--- config.mk ---
export PLATFORM = sky130hd
export DESIGN_NAME = iic_rdtx_module
export DESIGN_NICKNAME = d
export VERILOG_FILES = /design/src/rtl/iic_rdtx_module.sv
export SDC_FILE = /design/constraint.sdc
export NUM_CORES = 1
export LEC_CHECK = 0
export CAP_MARGIN = 30
export CORE_ASPECT_RATIO = 0.6
export CORE_UTILIZATION = 35
export CTS_CLUSTER_DIAMETER = 30
export DETAILED_ROUTE_END_ITERATION = 7
export MAX_ROUTING_LAYER = met4
export PLACE_DENSITY = 0.61
export SLEW_MARGIN = 10
export SYNTH_ARGS = -nofsm -noshare
export SYNTH_HDL_FRONTEND = slang
export SYNTH_SLANG_ARGS = --single-unit
export TNS_END_PERCENT = 30
--- constraint.sdc ---
create_clock -name iic_clk_c -period 1.99 [get_ports iic_clk_c]
set_clock_uncertainty 0.2 [all_clocks]
set_input_delay 0.2985 -clock iic_clk_c [delete_from_list [all_inputs] [get_ports iic_clk_c]]
set_output_delay 0.2985 -clock iic_clk_c [all_outputs]
set_load 0.02 [all_outputs]
--- src/rtl/iic_rdtx_module.sv ---
// rtl/iic_rdtx_module.sv - EEPROM read-data transmitter: prefetch, MSB-first SDA shift, master ACK/NACK sampling
module iic_rdtx_module #(
  parameter logic [7:0] FILL_BYTE = 8'hFF,
  parameter logic       ACK_LVL   = 1'b0
) (
  input  logic       iic_clk_c,
  input  logic       iic_sys_rst_n,
  input  logic       iic_frm_rst_n,
  input  logic       rd_start,
  input  logic       sda_in,
  output logic       mem_rd_req,
  input  logic       mem_rd_ack,
  input  logic [7:0] mem_rd_data,
  output logic       iic_sda_out,
  output logic       iic_sda_oe,
  output logic       iic_addr_inc,
  output logic       iic_addr_dec,
  output logic       iic_rd_nack,
  output logic       iic_rd_underrun,
  output logic       iic_rd_busy
);

  typedef enum logic [1:0] {ST_IDLE, ST_SHIFT, ST_ACK, ST_DONE} state_e;

  state_e      state_q, state_d;
  logic [2:0]  bit_cnt_q, bit_cnt_d;
  logic [7:0]  shift_q, shift_d;
  logic [7:0]  hold_q, hold_d;
  logic        hold_vld_q, hold_vld_d;
  logic        sda_out_q, sda_out_d;
  logic        sda_oe_q, sda_oe_d;
  logic        inc_q, inc_d;
  logic        dec_q, dec_d;
  logic        nack_q, nack_d;
  logic        underrun_q, underrun_d;

  logic        busy, hold_eff, accept, ack_ok, nack_ev, load;
  logic [7:0]  load_byte;
  logic        frm_all_rst_n;

  assign frm_all_rst_n = iic_sys_rst_n & iic_frm_rst_n;

  assign busy     = (state_q == ST_SHIFT) || (state_q == ST_ACK);
  // A repeated start discards the prefetched byte so the restart fetches fresh data.
  assign hold_eff = hold_vld_q & ~rd_start;
  assign mem_rd_req = (rd_start | busy) & ~hold_eff;
  assign accept   = mem_rd_req & mem_rd_ack;
  assign ack_ok   = (state_q == ST_ACK) && (sda_in == ACK_LVL);
  assign nack_ev  = (state_q == ST_ACK) && (sda_in != ACK_LVL) && !rd_start;
  assign load     = rd_start | ack_ok;
  assign load_byte = accept ? mem_rd_data : (hold_eff ? hold_q : FILL_BYTE);

  always_ff @(posedge iic_clk_c or negedge frm_all_rst_n) begin
    if (!frm_all_rst_n) begin
      state_q <= ST_IDLE;
    end else begin
      state_q <= state_d;
    end
  end

  always_comb begin
    state_d   = state_q;
    bit_cnt_d = bit_cnt_q;
    if (load) begin
      state_d   = ST_SHIFT;
      bit_cnt_d = 3'd7;
    end else begin
      case (state_q)
        ST_SHIFT: begin
          bit_cnt_d = bit_cnt_q - 3'd1;
          if (bit_cnt_q == 3'd0) state_d = ST_ACK;
        end
        ST_ACK:  state_d = ST_DONE;
        default: state_d = state_q;
      endcase
    end
  end

  always_comb begin
    shift_d    = shift_q;
    hold_d     = hold_q;
    hold_vld_d = hold_vld_q;
    sda_oe_d   = 1'b0;
    sda_out_d  = 1'b1;
    inc_d      = accept;
    dec_d      = 1'b0;
    nack_d     = 1'b0;
    underrun_d = rd_start ? 1'b0 : underrun_q;
    if (load) begin
      shift_d    = load_byte;
      sda_out_d  = load_byte[7];
      sda_oe_d   = 1'b1;
      hold_vld_d = 1'b0;
      if (!accept && !hold_eff) underrun_d = 1'b1;
    end else begin
      if (accept) begin
        hold_d     = mem_rd_data;
        hold_vld_d = 1'b1;
      end
      if (state_q == ST_SHIFT) begin
        shift_d = {shift_q[6:0], 1'b0};
        if (bit_cnt_q != 3'd0) begin
          sda_oe_d  = 1'b1;
          sda_out_d = shift_q[6];
        end
      end
      // A byte accepted on the NACK edge is abandoned too, so it also earns a decrement.
      if (nack_ev) begin
        nack_d     = 1'b1;
        dec_d      = hold_vld_q | accept;
        hold_vld_d = 1'b0;
      end
    end
  end

  always_ff @(posedge iic_clk_c or negedge frm_all_rst_n) begin
    if (!frm_all_rst_n) begin
      bit_cnt_q  <= 3'd7;
      hold_vld_q <= 1'b0;
      sda_out_q  <= 1'b1;
      sda_oe_q   <= 1'b0;
      inc_q      <= 1'b0;
      dec_q      <= 1'b0;
      nack_q     <= 1'b0;
    end else begin
      bit_cnt_q  <= bit_cnt_d;
      hold_vld_q <= hold_vld_d;
      sda_out_q  <= sda_out_d;
      sda_oe_q   <= sda_oe_d;
      inc_q      <= inc_d;
      dec_q      <= dec_d;
      nack_q     <= nack_d;
    end
  end

  // Underrun and the data registers survive a frame reset.
  always_ff @(posedge iic_clk_c or negedge iic_sys_rst_n) begin
    if (!iic_sys_rst_n) begin
      underrun_q <= 1'b0;
      shift_q    <= 8'h00;
      hold_q     <= 8'h00;
    end else begin
      underrun_q <= underrun_d;
      shift_q    <= shift_d;
      hold_q     <= hold_d;
    end
  end

  assign iic_sda_out     = sda_out_q;
  assign iic_sda_oe      = sda_oe_q;
  assign iic_addr_inc    = inc_q;
  assign iic_addr_dec    = dec_q;
  assign iic_rd_nack     = nack_q;
  assign iic_rd_underrun = underrun_q;
  assign iic_rd_busy     = busy;

endmodule

==> Yosys cells after proc, flatten, opt, wreduce, memory -nomap -nowiden <==
Cells that the tools add are included.
{ "word_totals": {"ff_bits": 27, "input_bits": 14, "output_inout_bits": 8, "wordCells": 66} }
{ "classes": {"add_sub_neg": 1, "n_eq_ne": 3, "mux": 25, "bitwise": 11, "reduce_logical": 15} }
{ "op_table": {"columns": ["operator", "count"], "rows": [
  ["two-way mux 1 bit", 16],
  ["two-way mux 8 bit", 2],
  ["two-way mux 7 bit", 2],
  ["nonzero test 3 bit", 3],
  ["two-way mux 3 bit", 2],
  ["bitwise AND 1 bit", 4],
  ["logical AND 1 bit", 4],
  ["two-way mux 2 bit", 2],
  ["inverter 1 bit", 4],
  ["case mux 2 bit (2 select lines)", 1],
  ["AND reduction 2 bit", 2],
  ["zero test 1 bit", 3],
  ["zero test 3 bit", 1],
  ["!= test 3 x 2 -> 1 bit, second input constant", 1],
  ["OR 1 bit", 3],
  ["subtractor 3 x 1 -> 3 bit, second input constant", 1],
  ["== test 2 x 1 -> 1 bit, second input constant", 1],
  ["== test 2 bit, second input constant", 1],
  ["nonzero test 2 bit", 1],
  ["logical OR 1 bit", 1]
]} }

==> Longest topological paths before layout <==
{ "logic_depth": {"depth_word": 9, "mapped_depth": 7, "depth_no_buf": 6} }

==> Worst setup path before layout <==
No wires, ideal clock.
{ "synth_path": {"kind": "register -> register", "start": "register state_q[0]", "end": "register hold_q[0]", "setup_ns": 0.125, "arrival_time_ns": 1.524, "t_required_ns": 1.665, "setup_slack_ns": 0.141, "stages_incl_launch_ff": 7, "path_buffers": 1, "period_less_slack_ns": 1.849, "cell_sequence": "dfrtp_1 > inv_1 > ha_1 > nor2_1 > and4b_1 > buf_6 > mux2_4"} }
{ "synth_between": {"elab_chain_cells": 6, "word_cells_on_any_way": 10, "classes_between": "eq/ne (2); bitwise (5); reduce/logical (3)"} }
{ "synth_lines": {"columns": ["item", "line_no", "text"], "rows": [
  ["from (decl)", "25", "state_e state_q, state_d;"],
  ["from (signal assigned)", "57", "state_q <= state_d;"],
  ["== test 2 x 1 -> 1 bit / == test 2 bit (equally long branches)", "43, 48", null],
  ["logical OR 1 bit", "43", "assign busy = (state_q == ST_SHIFT) || (state_q == ST_ACK);"],
  ["OR 1 bit", "46", "assign mem_rd_req = (rd_start | busy) & ~hold_eff;"],
  ["bitwise AND 1 bit", "46", null],
  ["bitwise AND 1 bit", "47", "assign accept = mem_rd_req & mem_rd_ack;"],
  ["AND reduction 2 bit (no source line) *", null, null],
  ["to (signal assigned)", "145", "hold_q <= hold_d;"],
  ["to (decl)", "28", "logic [7:0] hold_q, hold_d;"]
]} }
Mark *: on every way between the ends. The rest lies on a longest branch, timed or not.
A chain may end at the register's enable or synchronous reset.

==> Worst setup path after layout <==
{ "layout_path": {"start": "register state_q[1]", "end": "output port mem_rd_req"} }
{ "layout_between": {"elab_chain_cells": 4, "word_cells_on_any_way": 5, "classes_between": "eq/ne (2); bitwise (2); reduce/logical (1)"} }
{ "layout_lines": {"columns": ["item", "line_no", "text"], "rows": [
  ["== test 2 x 1 -> 1 bit / == test 2 bit (equally long branches)", "43", null],
  ["logical OR 1 bit *", "43", null],
  ["OR 1 bit *", "46", null],
  ["bitwise AND 1 bit *", "46", null],
  ["to (decl)", "11", "output logic mem_rd_req,"]
]} }
Marked as above.

==> metrics.csv <==
stage;metric;value;unit
global_routing;grt_pass1_vias;943;
critical_path;reg2reg_depth;7;
layout;antenna_cells;0;
drt;num_vias;972;
power_and_ir_drop;power;1.23;mW
timing;layout_setup_ws;0.0421;ns
synthesis;yosysSeqAreaShare;0.489;
synthesis;syn_area;1390;um^2
drt;wirelength;2890;um
clock_network;worstSkewPairLatency;0.28;ns
drt;remaining_drc_errors;0;
global_routing;grt_max_degree;18;
timing;drv_slew;0;
synthesis;async_flop_share;1.00;
synthesis;syn_nets;137;
layout;final_cells;197;
synthesis;yosys.area.top_type;dfrtp_1;
global_routing;antenna_found_initial;0;
job;cap_violations;0;
layout;nNetsFinal;169;
drt;first_pass_iters;4;
placement;post-place-ws;-0.0846;ns
critical_path;cp_num_cells;4;
critical_path;crit_buf_inv;1;
placement;port_buffers;21;
critical_path;crit_slowest_cell;dfrtp_1;
power_and_ir_drop;power.internal;0.905;mW
critical_path;max_stage_delay;0.43;ns
clock_network;clock-sinks;27;
drt;drtAntennaViolNets;0;
floorplan;io_pins;22;
synthesis;synthCells;119;
clock_network;cts_tree;done;
critical_path;critPathKind;reg2out;
synthesis;synth_common_cells;dfrtp_1, inv_1, mux2_4, nand2_1, nor4_1;
floorplan;initial_utilization;0.372;
critical_path;critPathTopFamily;flip-flops;
timing;finalCriticalPeriod;1.95;ns
floorplan;core;3740;um^2
critical_path;cp-end-kind;primary output;
floorplan;die_h;50.8;um
timing;max_clock_freq;513;MHz
synthesis;synth_most_common_cell;dfrtp_1;
drt;via_per_inst;4.93;
synthesis;synth_edf_count;0;
layout;drive_gt1_frac;0.287;
status;outcome;finished clean;
power_and_ir_drop;power.clock.fraction;0.256;
power_and_ir_drop;pwr-share-seq;0.535;
clock_network;htree_num_levels;1;
synthesis;yosys.area.top_type_share;0.414;
power_and_ir_drop;p_sw_frac;0.261;
layout;areaGrowthSynthToFinish;27.9;%
layout;finish.utilization;0.475;
clock_network;cts_buffer_depth;2;
clock_network;cts-root-buf;clkbuf_8;
drt;drt_iter0_drc;22;
critical_path;cp_max_fo;2;
power_and_ir_drop;p_per_area;689;nW/um^2
placement;place_hpwl;2110;um
clock_network;clk_pin_slew;0.10;ns
placement;placedCellCount;193;
drt;post_drt_wl_per_cell;14.6;um
floorplan;fp.dieArea;4240;um^2
power_and_ir_drop;comb_power_share;0.209;
placement;gp_congestion;0.797;
synthesis;ys.flop_type;dfrtp_1;
critical_path;path_cells;ha_4, nor2_2, or2_2, buf_2;
synthesis;synthTopCellsByArea;dfrtp_1, mux2_4, dfstp_2, a221oi_2, mux2i_1;
synthesis;yosys_warnings;0;
power_and_ir_drop;p_switching;0.320;mW
global_routing;grt_pass1_wl;4790;um
synthesis;avgSynthCellArea;11.7;um^2
critical_path;required;1.49;ns
layout;fillers;360;
global_routing;grt_overflow;0;
clock_network;hold_buffers;0;
timing;tns;0;ns
timing;relSlewSlack;0.683;
timing;fin_crit_sh;0.979;
timing;worst_pin_slew;0.476;ns
timing;final-setup-viol-count;0;
clock_network;cts_inserted_buffers;3;
floorplan;num_rows;17;
worst_hold_path;worst_hold_path_type;in2async;
critical_path;start_kind;flip-flop;
power_and_ir_drop;ir_drop;0.000369;V
global_routing;track_usage;0.150;
floorplan;die_x;83.4;um
timing;rsz0062_at_grt;yes;
timing;hold_viol_final;0;
clock_network;cts_setup_buffers;0;
synthesis;synth_cell_types;33;
synthesis;synth-seq-cells;27;
critical_path;arrival;1.45;ns
power_and_ir_drop;p_leak;0.840;nW
## metal layers
| metal | track usage | wire (um) | share of wire | vias up |
|---|---|---|---|---|
| li1 | - | - | - | 479 |
| met1 | 0.236 | 1640 | 0.57 | 473 |
| met2 | 0.189 | 1140 | 0.40 | 20 |
| met3 | 0.0436 | 106 | 0.037 | 0 |
| met4 | 0.0172 | 0 | 0 | 0 |
| met5 | - | 0 | 0 | - |
## final cells by class
cell class | instances | area, um^2 | area share
multi-input cells | 69 | 611 | 0.343
flip-flops and latches | 27 | 681 | 0.383
clock inverters | 1 | 5.00 | 0.00281
clock buffers | 3 | 41.3 | 0.0232
inverters | 16 | 60.1 | 0.0338
repair buffers | 34 | 323 | 0.181
well taps | 47 | 58.8 | 0.0331
## cell families after synthesis
| group | count (synthesis) | synth area share |
|---|---|---|
| fa+ha+maj | 4 | 0.0360 |
| simple gates | 30 | 0.128 |
| flops | 27 | 0.489 |
| xor+xnor | 1 | 0.00630 |
| mux | 14 | 0.130 |
| buf+inv | 23 | 0.0827 |
| compound gates | 20 | 0.129 |
## registers in the layout (all words and copies together) (netlist names)
register         cells
iic_addr_inc         1
iic_rd_underrun      1
iic_addr_dec         1
iic_rd_nack          1
iic_sda_oe           1
state_q              2
bit_cnt_q            3
hold_vld_q           1
shift_q              7
iic_sda_out          1
hold_q               8
## per-stage QoR
step / hold WS, ns / instance area [um^2]
after floorplan: -0.197 / 1390
after global placement: 0.305 / 1730
after detailed placement: 0.307 / 1730
after CTS: 0.210 / 1770
after global routing: 0.216 / 1780
final: 0.220 / 1780
## path summary, 6_finish.rpt
path | start | end | slack [ns]
min | iic_sys_rst_n | hold_q[4] | 0.22
max | state_q[1] | mem_rd_req | 0.04
min reg2reg | hold_q[3] | hold_q[3] | 0.33
max reg2reg | state_q[0] | hold_q[5] | 0.05
min in group iic_clk_c | hold_q[3] | hold_q[3] | 0.33
max in group asynchronous | iic_sys_rst_n | iic_sda_out | 0.92
## power by group through the flow
stage                     Sequential [mW]  Clock (mW)  Combinational [mW]
after floorplan                     0.663           0               0.152
after global placement              0.662           0               0.251
after detailed placement            0.666           0               0.257
after CTS                           0.656       0.325               0.258
after global routing                0.664       0.359               0.278
final                               0.655       0.314               0.256
## cell usage in the layout, fill, tap and decap left out, types with 2 or more instances in the layout
cell	count
a21oi_1	3
a221oi_1	3
a221oi_2	5
buf_12	2
buf_2	2
buf_4	11
clkbuf_8	3
clkdlybuf4s50_1	19
dfrtp_1	23
dfstp_2	4
ha_1	3
inv_1	16
mux2_4	8
mux2i_1	6
nand2_1	8
nor2_1	3
nor4_1	8
o21a_1	2
o21ai_0	3
## repair_timing
action | 4_1_cts | 5_1_grt
endpoints found under the hold margin | 0 | 0
pin swaps | 0 | 1
setup endpoints to repair | 10 | 15
cloned | 0 | 0
gates resized for setup | 8 | 2
(Power assumes the default switching activity.)
